--- src/rtl/piezo_scheduler.sv ---
// rtl/piezo_scheduler.sv - single-pin tone arbiter for alarm, chime and keypad click
// Optional snooze behaviour on mute is enabled by defining PIEZO_SNOOZE_EN.
module piezo_scheduler #(
  parameter int CNT_W         = 32,
  parameter int KEY_HALF      = 25000,
  parameter int KEY_LEN       = 5000000,
  parameter int CHIME_HALF    = 50000,
  parameter int CHIME_LEN     = 25000000,
  parameter int ALARM_HALF    = 12500,
  parameter int ALARM_ON_LEN  = 12500000,
  parameter int ALARM_OFF_LEN = 12500000,
  parameter int SNOOZE_LEN    = 250000000
) (
  input  logic       clk,
  input  logic       resetn,
  input  logic       key_pulse,
  input  logic       chime_pulse,
  input  logic       alarm_req,
  input  logic       mute,
  output logic       piezo,
  output logic [2:0] grant,
  output logic       busy
);

  localparam logic [2:0] S_IDLE   = 3'd0;
  localparam logic [2:0] S_KEY    = 3'd1;
  localparam logic [2:0] S_CHIME  = 3'd2;
  localparam logic [2:0] S_ON     = 3'd3;
  localparam logic [2:0] S_OFF    = 3'd4;
  localparam logic [2:0] S_SNOOZE = 3'd5;

  logic [2:0]       state, next_state;
  logic [CNT_W-1:0] dur_cnt, half_cnt, dur_last, half_last;
  logic             key_pend, chime_pend, alarm_eff;
  logic             dur_done, half_done, enter, retrig, tone_state;

`ifdef PIEZO_SNOOZE_EN
  assign alarm_eff = alarm_req;
`else
  logic mute_lat;

  // mute silences immediately; the latch keeps it silent until alarm_req drops
  assign alarm_eff = alarm_req & ~mute_lat & ~mute;

  always_ff @(posedge clk) begin
    if (resetn)          mute_lat <= 1'b0;
    else if (!alarm_req) mute_lat <= 1'b0;
    else if (mute)       mute_lat <= 1'b1;
  end
`endif

  always_comb begin
    dur_last  = '0;
    half_last = '0;
    case (state)
      S_KEY:    begin dur_last = CNT_W'(KEY_LEN - 1);   half_last = CNT_W'(KEY_HALF - 1);   end
      S_CHIME:  begin dur_last = CNT_W'(CHIME_LEN - 1); half_last = CNT_W'(CHIME_HALF - 1); end
      S_ON:     begin dur_last = CNT_W'(ALARM_ON_LEN - 1); half_last = CNT_W'(ALARM_HALF - 1); end
      S_OFF:    dur_last = CNT_W'(ALARM_OFF_LEN - 1);
      S_SNOOZE: dur_last = CNT_W'(SNOOZE_LEN - 1);
      default:  dur_last = '0;
    endcase
  end

  assign dur_done   = (dur_cnt == dur_last);
  assign half_done  = (half_cnt == half_last);
  assign tone_state = (state == S_KEY) || (state == S_CHIME) || (state == S_ON);

  always_comb begin
    next_state = state;
    case (state)
      S_IDLE: begin
        if (alarm_eff)                       next_state = S_ON;
        else if (chime_pend || chime_pulse)  next_state = S_CHIME;
        else if (key_pend || key_pulse)      next_state = S_KEY;
      end
      S_KEY: begin
        if (alarm_eff)                       next_state = S_ON;
        else if (!key_pulse && dur_done)     next_state = S_IDLE;
      end
      S_CHIME: begin
        if (alarm_eff)                       next_state = S_ON;
        else if (!chime_pulse && dur_done)   next_state = S_IDLE;
      end
      S_ON: begin
        if (!alarm_eff)                      next_state = S_IDLE;
`ifdef PIEZO_SNOOZE_EN
        else if (mute)                       next_state = S_SNOOZE;
`endif
        else if (dur_done)                   next_state = S_OFF;
      end
      S_OFF: begin
        if (!alarm_eff)                      next_state = S_IDLE;
`ifdef PIEZO_SNOOZE_EN
        else if (mute)                       next_state = S_SNOOZE;
`endif
        else if (dur_done)                   next_state = S_ON;
      end
      S_SNOOZE: begin
        if (!alarm_req)                      next_state = S_IDLE;
        else if (dur_done)                   next_state = S_ON;
      end
      default:                               next_state = S_IDLE;
    endcase
  end

  assign enter  = (next_state != state);
  assign retrig = ((state == S_KEY) && key_pulse && (next_state == S_KEY)) ||
                  ((state == S_CHIME) && chime_pulse && (next_state == S_CHIME));

  always_ff @(posedge clk) begin
    if (resetn) begin
      state    <= S_IDLE;
      dur_cnt  <= '0;
      half_cnt <= '0;
      piezo    <= 1'b0;
      grant    <= 3'b000;
      busy     <= 1'b0;
    end else begin
      state <= next_state;
      busy  <= (next_state != S_IDLE);
      case (next_state)
        S_ON:    grant <= 3'b100;
        S_CHIME: grant <= 3'b010;
        S_KEY:   grant <= 3'b001;
        default: grant <= 3'b000;
      endcase

      if (enter || retrig || (state == S_IDLE)) dur_cnt <= '0;
      else                                      dur_cnt <= dur_cnt + 1'b1;

      if (enter || !tone_state) begin
        half_cnt <= '0;
        piezo    <= 1'b0;
      end else if (half_done) begin
        half_cnt <= '0;
        piezo    <= ~piezo;
      end else begin
        half_cnt <= half_cnt + 1'b1;
      end
    end
  end

  // Alarm preemption drops the click but re-queues an interrupted chime
  always_ff @(posedge clk) begin
    if (resetn) begin
      key_pend   <= 1'b0;
      chime_pend <= 1'b0;
    end else begin
      if ((next_state == S_KEY) || (next_state == S_ON) || (state == S_ON) || (state == S_OFF))
        key_pend <= 1'b0;
      else if (key_pulse && (state != S_KEY))
        key_pend <= 1'b1;

      if (enter && (next_state == S_CHIME))
        chime_pend <= 1'b0;
      else if (((state == S_CHIME) && (next_state == S_ON)) || (chime_pulse && (state != S_CHIME)))
        chime_pend <= 1'b1;
    end
  end

endmodule

--- config.mk ---
export PLATFORM = sky130hd
export DESIGN_NAME = piezo_scheduler
export DESIGN_NICKNAME = d
export VERILOG_FILES = /design/src/rtl/piezo_scheduler.sv
export SDC_FILE = /design/constraint.sdc
export NUM_CORES = 1
export LEC_CHECK = 0
export ABC_AREA = 1
export CORE_ASPECT_RATIO = 1.5
export CORE_MARGIN = 2
export CORE_UTILIZATION = 62
export CTS_CLUSTER_SIZE = 8
export DETAILED_ROUTE_END_ITERATION = 7
export GPL_TIMING_DRIVEN = 0
export PLACE_DENSITY = 0.84
export SYNTH_ARGS = -nofsm -noshare
export SYNTH_HDL_FRONTEND = slang
export SYNTH_SLANG_ARGS = --single-unit
--- constraint.sdc ---
create_clock -name clk -period 3.4 [get_ports clk]
set_clock_uncertainty 0.2 [all_clocks]
set_input_delay 0.34 -clock clk [delete_from_list [all_inputs] [get_ports clk]]
set_output_delay 0.34 -clock clk [all_outputs]
set_load 0.03 [all_outputs]
# After elaboration in Yosys (flattened, before gate mapping)
# Index checks and enable logic that the tools add are counted.
[op_classes]
muxes = 16
reduce_logical = 34
eq_ne = 13
addsub = 2
bitwise = 6
[ops]
columns = ["operator", "n"]
rows = [
  ["one-hot mux 28 bit (4 select lines)", 1],
  ["adder 32 x 1 -> 32 bit, second input constant", 2],
  ["== test 32 bit", 2],
  ["one-hot mux 16 bit (3 select lines)", 1],
  ["2-to-1 mux 3 bit", 12],
  ["one-hot mux 3 bit (6 select lines)", 1],
  ["== test 3 x 2 -> 1 bit, second input constant", 4],
  ["logical OR 1 bit", 12],
  ["OR reduction 2 bit", 6],
  ["logical AND 1 bit", 10],
  ["one-hot mux 3 bit (3 select lines)", 1],
  ["== test 3 x 1 -> 1 bit, second input constant", 2],
  ["== test 3 bit, second input constant", 2],
  ["NOT 1 bit", 4],
  ["zero test 1 bit", 3],
  ["zero test 3 bit", 1],
  ["!= test 3 x 1 -> 1 bit, second input constant", 1],
  ["!= test 3 x 2 -> 1 bit, second input constant", 1],
  ["!= test 3 bit", 1],
  ["nonzero test 3 bit", 1],
  ["OR reduction 3 bit", 1],
  ["AND 1 bit", 2],
]
[totals]
regBits = 75

# Logic depth before layout (Yosys ltp)
[depth]
depth_word = 14
ltp_mapped = 23

# Worst setup path before layout
# Ideal clock, no wire load.
[synth_path]
path_kind = "reg-to-reg"
from = "reg state[2]"
to = "reg half_cnt[19]"
n_path_buf = 2
period_less_slack_ps = 2480
path_slack_ps = 920
stages_incl_launch_ff = 21
arrival_ps = 2163
setup_ps = 117
path_cell_list = "dfxtp_1 -> buf_6 -> inv_4 -> nand3_2 -> nand2_2 -> inv_1 -> nand2_1 -> nand2_1 -> nand2_1 -> nand3_1 -> nor2_2 -> nand3_1 -> nand2_1 -> nand2_1 -> nor2_2 -> nand2_1 -> nand2_1 -> nor2_4 -> nand3_4 -> buf_6 -> nor2_2"
[synth_via]
elab_chain_cells = 11
elab_cells_between_ends = 32
classes_between = "eq/ne (8); mux (15); reduce/logical (9)"
[synth_lines]
columns = ["item", "line", "rtl"]
rows = [
  ["from (decl)", "32", "logic [2:0] state, next_state;"],
  ["from (signal assigned)", "120", "state <= next_state;"],
  ["== test 3 x 2 -> 1 bit / == test 3 bit (equally long branches)", "55, 67, 71", ""],
  ["OR reduction 2 bit (no source line)", "-", ""],
  ["one-hot mux 28 bit (4 select lines)", "55", "case (state)"],
  ["== test 32 bit", "65", "assign dur_done = (dur_cnt == dur_last);"],
  ["logical AND 1 bit (on tied branches)", "83, 79", ""],
  ["2-to-1 mux 3 bit (on tied branches)", "83, 79", ""],
  ["2-to-1 mux 3 bit (on tied branches)", "82, 78", ""],
  ["one-hot mux 3 bit (6 select lines)", "71", "case (state)"],
  ["!= test 3 bit", "107", "assign enter = (next_state != state);"],
  ["logical OR 1 bit", "132", "if (enter || !tone_state) begin"],
  ["OR reduction 3 bit (no source line) (*)", "-", ""],
  ["to (signal assigned)", "139", "half_cnt <= half_cnt + 1'b1;"],
  ["to (decl)", "33", "logic [CNT_W-1:0] dur_cnt, half_cnt, dur_last, half_last;"],
]
# Mark *: on every way between the ends. The rest lies on a longest branch, timed or not.
# A chain may end at the register's enable or synchronous reset.

# Worst setup path in the final report
[layout_path]
from = "reg dur_cnt[0]"
to = "reg dur_cnt[30]"
[layout_via]
elab_chain_cells = 11
elab_cells_between_ends = 23
classes_between = "add/sub (1); eq/ne (4); mux (10); reduce/logical (8)"
[layout_lines]
columns = ["item", "line", "rtl"]
rows = [
  ["from (decl)", "33", ""],
  ["from (signal assigned)", "130", "else dur_cnt <= dur_cnt + 1'b1;"],
  ["== test 32 bit", "65", ""],
  ["logical AND 1 bit (on tied branches)", "83, 79", ""],
  ["2-to-1 mux 3 bit (on tied branches)", "83, 79", ""],
  ["2-to-1 mux 3 bit (on tied branches)", "82, 78", ""],
  ["one-hot mux 3 bit (6 select lines)", "71", ""],
  ["== test 3 x 1 -> 1 bit / == test 3 x 2 -> 1 bit (equally long branches)", "108, 109", ""],
  ["logical AND 1 bit (on tied branches)", "108, 109", ""],
  ["logical OR 1 bit", "108", "assign retrig = ((state == S_KEY) && key_pulse && (next_state == S_KEY)) ||"],
  ["logical OR 1 bit (2 in a row)", "129", "if (enter || retrig || (state == S_IDLE)) dur_cnt <= '0;"],
  ["OR reduction 2 bit (no source line)", "-", ""],
]
# Several ways; a longest one is shown, not always the timed one.

==> flow_metrics.py <==
metrics = {
    "finish": {
        "area_delta_synth_final_pct": 8.72,
        "final_layout_size_suffix_gt1_frac": 0.159,
        "nFillCells": 592,
        "diodes": 0,
        "fin_nets": 682,
        "final_util": 0.689,
        "instances_no_fill": 759,
    },
    "setup_path": {
        "path_max_fanout": 4,
        "critical_path_class": "reg2reg",
        "required_ns": 3.51,
        "cp-start-kind": "flip-flop",
        "end_kind": "flip-flop",
        "crit_arrival_ns": 3.18,
    },
    "synthesis": {
        "synthTopCellsByArea": "dfxtp_1 33%, nand2_1 11%, xor2_1 9.9%",
        "syn_inst": 653,
        "avgSynthCellArea_sq_um": 6.92,
        "syn_area_sq_um": 4520,
        "yosys_register_bits": 75,
        "synth_seq_area_share": 0.332,
        "synth_cell_type_count": 35,
        "synth_top_area_share": 0.332,
        "synth.largest_area_cell": "dfxtp_1",
        "yosys_warnings": 0,
        "syn_nets": 661,
    },
    "place": {
        "hpwl_microns": 7930,
        "placedCellCount": 743,
        "place.gp.congestion": 0.997,
        "portBuffers": 10,
    },
    "timing": {
        "finalCritPeriodShare": 0.903,
        "setup_violations": 0,
        "worstMarginPinSlew_ns": 0.956,
        "setup_tns_ns": 0,
        "drv_slew": 0,
        "rsz0062_at_grt": "false",
        "min_period_ns": 3.07,
        "hold_slack_ns": 0.274,
        "hold_violations": 0,
        "max_clock_freq_mhz": 326,
        "slew_headroom": 0.346,
    },
    "floorplan": {
        "start_util": 0.634,
        "rows": 38,
        "fp.dieW_microns": 73.7,
        "pin_count": 11,
        "die_h_microns": 109,
        "die-area_sq_um": 8000,
        "core_area_sq_um": 7130,
    },
    "clock_tree": {
        "htreeDepth": 3,
        "cts_buffer_depth": 2,
        "clk_pin_slew_ns": 0.07,
        "cts_tree": "yes",
        "cts-buffers-inserted": 9,
        "clkLatencyLatePin_ns": 0.37,
        "ctsResizeCount": 0,
        "post_cts_buffers": 0,
        "root_buffer": "clkbuf_8",
        "clock_sink_count": 75,
        "holdBufCountCts": 0,
    },
    "global_routing": {
        "grt_pass1_vias": 4167,
        "overflow": 0,
        "grt_max_degree": 13,
        "grt_usage": 0.282,
        "grt_pass1_wl_microns": 17300,
        "antenna_found_initial": 0,
    },
    "drt": {
        "firstDrtPassIters": 4,
        "wl_microns": 10100,
        "drc": 0,
        "routed_via_density": 5.36,
        "drt_iter0_drc": 200,
        "ant_nets": 0,
        "vias": 4072,
        "wl_per_cell_microns": 13.4,
    },
    "hold_path": {
        "hold_path_class": "reg2reg",
    },
    "pwr": {
        "power_density_nw_per_um2": 488,
        "vdd_ir_drop_max_mv": 0.326,
        "p_leak_uw": 0.00186,
    },
    "flow_run": {
        "cap_violations": 0,
    },
    "outcome": {
        "status": "finished, final reports clean",
    },
}
[report_power, final]
part | internal [uW] | switching, uW
clock | 355 | 331
combinational | 260 | 518
sequential | 915 | 17.3
[sequential cells by signal, indices dropped and copies added (netlist names)]
| signal | flops |
|---|---|
| dur_cnt | 32 |
| half_cnt | 32 |
| grant | 3 |
| state | 3 |
| busy | 1 |
| chime_pend | 1 |
| key_pend | 1 |
| mute_lat | 1 |
| piezo | 1 |
[cell usage after synthesis]
library cell and n:
inv_2 2, or3_1 2, inv_4 3, a21boi_0 1, o211ai_1 1, nand2_1 129
nor2_4 2, nor3_1 23, nand2_2 5, o21bai_1 1, o21ai_0 7, a31oi_1 2
xor2_1 51, buf_4 1, nor4_1 15, nand4_1 10, or2_2 1, a2111oi_0 2
inv_1 111, and3_1 1, o22ai_1 1, nand3_4 2, a221oi_1 1, dfxtp_1 75
nor2_1 68, nand3b_1 2, nand3_1 35, xnor2_1 10, nand3_2 3, clkbuf_1 1
a21oi_1 8, ha_1 2, nor2_2 65, buf_6 9, o21a_1 1
[layout make-up]
| class | instances | area [sq um] | share of cell area |
|---|---|---|---|
| buffer | 11 | 113 | 0.0229 |
| sequential | 75 | 1500 | 0.306 |
| clock buffer | 11 | 141 | 0.0288 |
| timing repair buffer | 10 | 100 | 0.0204 |
| inverter | 116 | 443 | 0.0902 |
| clock inverter | 5 | 52.6 | 0.0107 |
| tap | 80 | 100 | 0.0204 |
| multi-input combinational | 451 | 2460 | 0.501 |
[cells in the final DEF, fill, tap and decap left out, types with 7 or more instances in the layout]
cell type / netlist / routed
a21oi_1: 8 / 8
buf_6: 9 / 9
clkbuf_8: 0 / 10
clkdlybuf4s50_1: 0 / 10
dfxtp_1: 75 / 75
inv_1: 111 / 111
nand2_1: 129 / 129
nand3_1: 35 / 35
nand4_1: 10 / 10
nor2_1: 68 / 68
nor2_2: 65 / 65
nor3_1: 23 / 23
nor4_1: 15 / 15
o21ai_0: 7 / 7
xnor2_1: 10 / 10
xor2_1: 51 / 51
[worst paths after layout]
path | start | end | slack [ns] | depth (start not counted)
min reg2reg | dur_cnt[0]$_SDFF_PP0_ | dur_cnt[0]$_SDFF_PP0_ | 0.27 | 1
max | dur_cnt[0]$_SDFF_PP0_ | dur_cnt[30]$_SDFF_PP0_ | 0.33 | 11
min | dur_cnt[0]$_SDFF_PP0_ | dur_cnt[0]$_SDFF_PP0_ | 0.27 | 1
max reg2reg | dur_cnt[0]$_SDFF_PP0_ | dur_cnt[30]$_SDFF_PP0_ | 0.33 | 11
[through the flow]
step / cell area, sq um / total power (uW) / setup WS, ns
floorplan: 4520 / 1560 / 0.920
global placement: 4720 / 1700 / 0.381
detailed placement: 4720 / 1720 / 0.301
CTS: 4910 / 2400 / 0.428
global route: 4910 / 2530 / 0.108
finish: 4910 / 2400 / 0.330
[logic make-up after synthesis]
family,count (synthesis),synth area share
buffers and inverters,127,0.123
XOR/XNOR,61,0.118
AND/OR/NAND/NOR,363,0.388
flip-flops,75,0.332
AO/OA/AOI/OAI,25,0.0332
adder cells (fa/ha/maj),2,0.00554
[per-layer routing]
| metal | GRT usage | vias to the layer above | wire length (microns) |
|---|---|---|---|
| met5 | 0 | - | 0 |
| met4 | 0.225 | 0 | 743 |
| met3 | 0.0531 | 54 | 316 |
| met2 | 0.524 | 91 | 5460 |
| met1 | 0.252 | 1872 | 3630 |
| li1 | - | 2055 | - |
[worst max-delay path, cell delays in order, from the launching register on]
cell and delay (ns):
dfxtp_1 0.39, ha_1 0.20, and3_1 0.21, nand3_1 0.11
nor2_1 0.23, nand3_1 0.20, nor4_1 0.78, nand2_1 0.22
nor2_1 0.17, xor2_1 0.16, inv_1 0.06, nor2_2 0.08
Power figures use the tool's default switching activity.
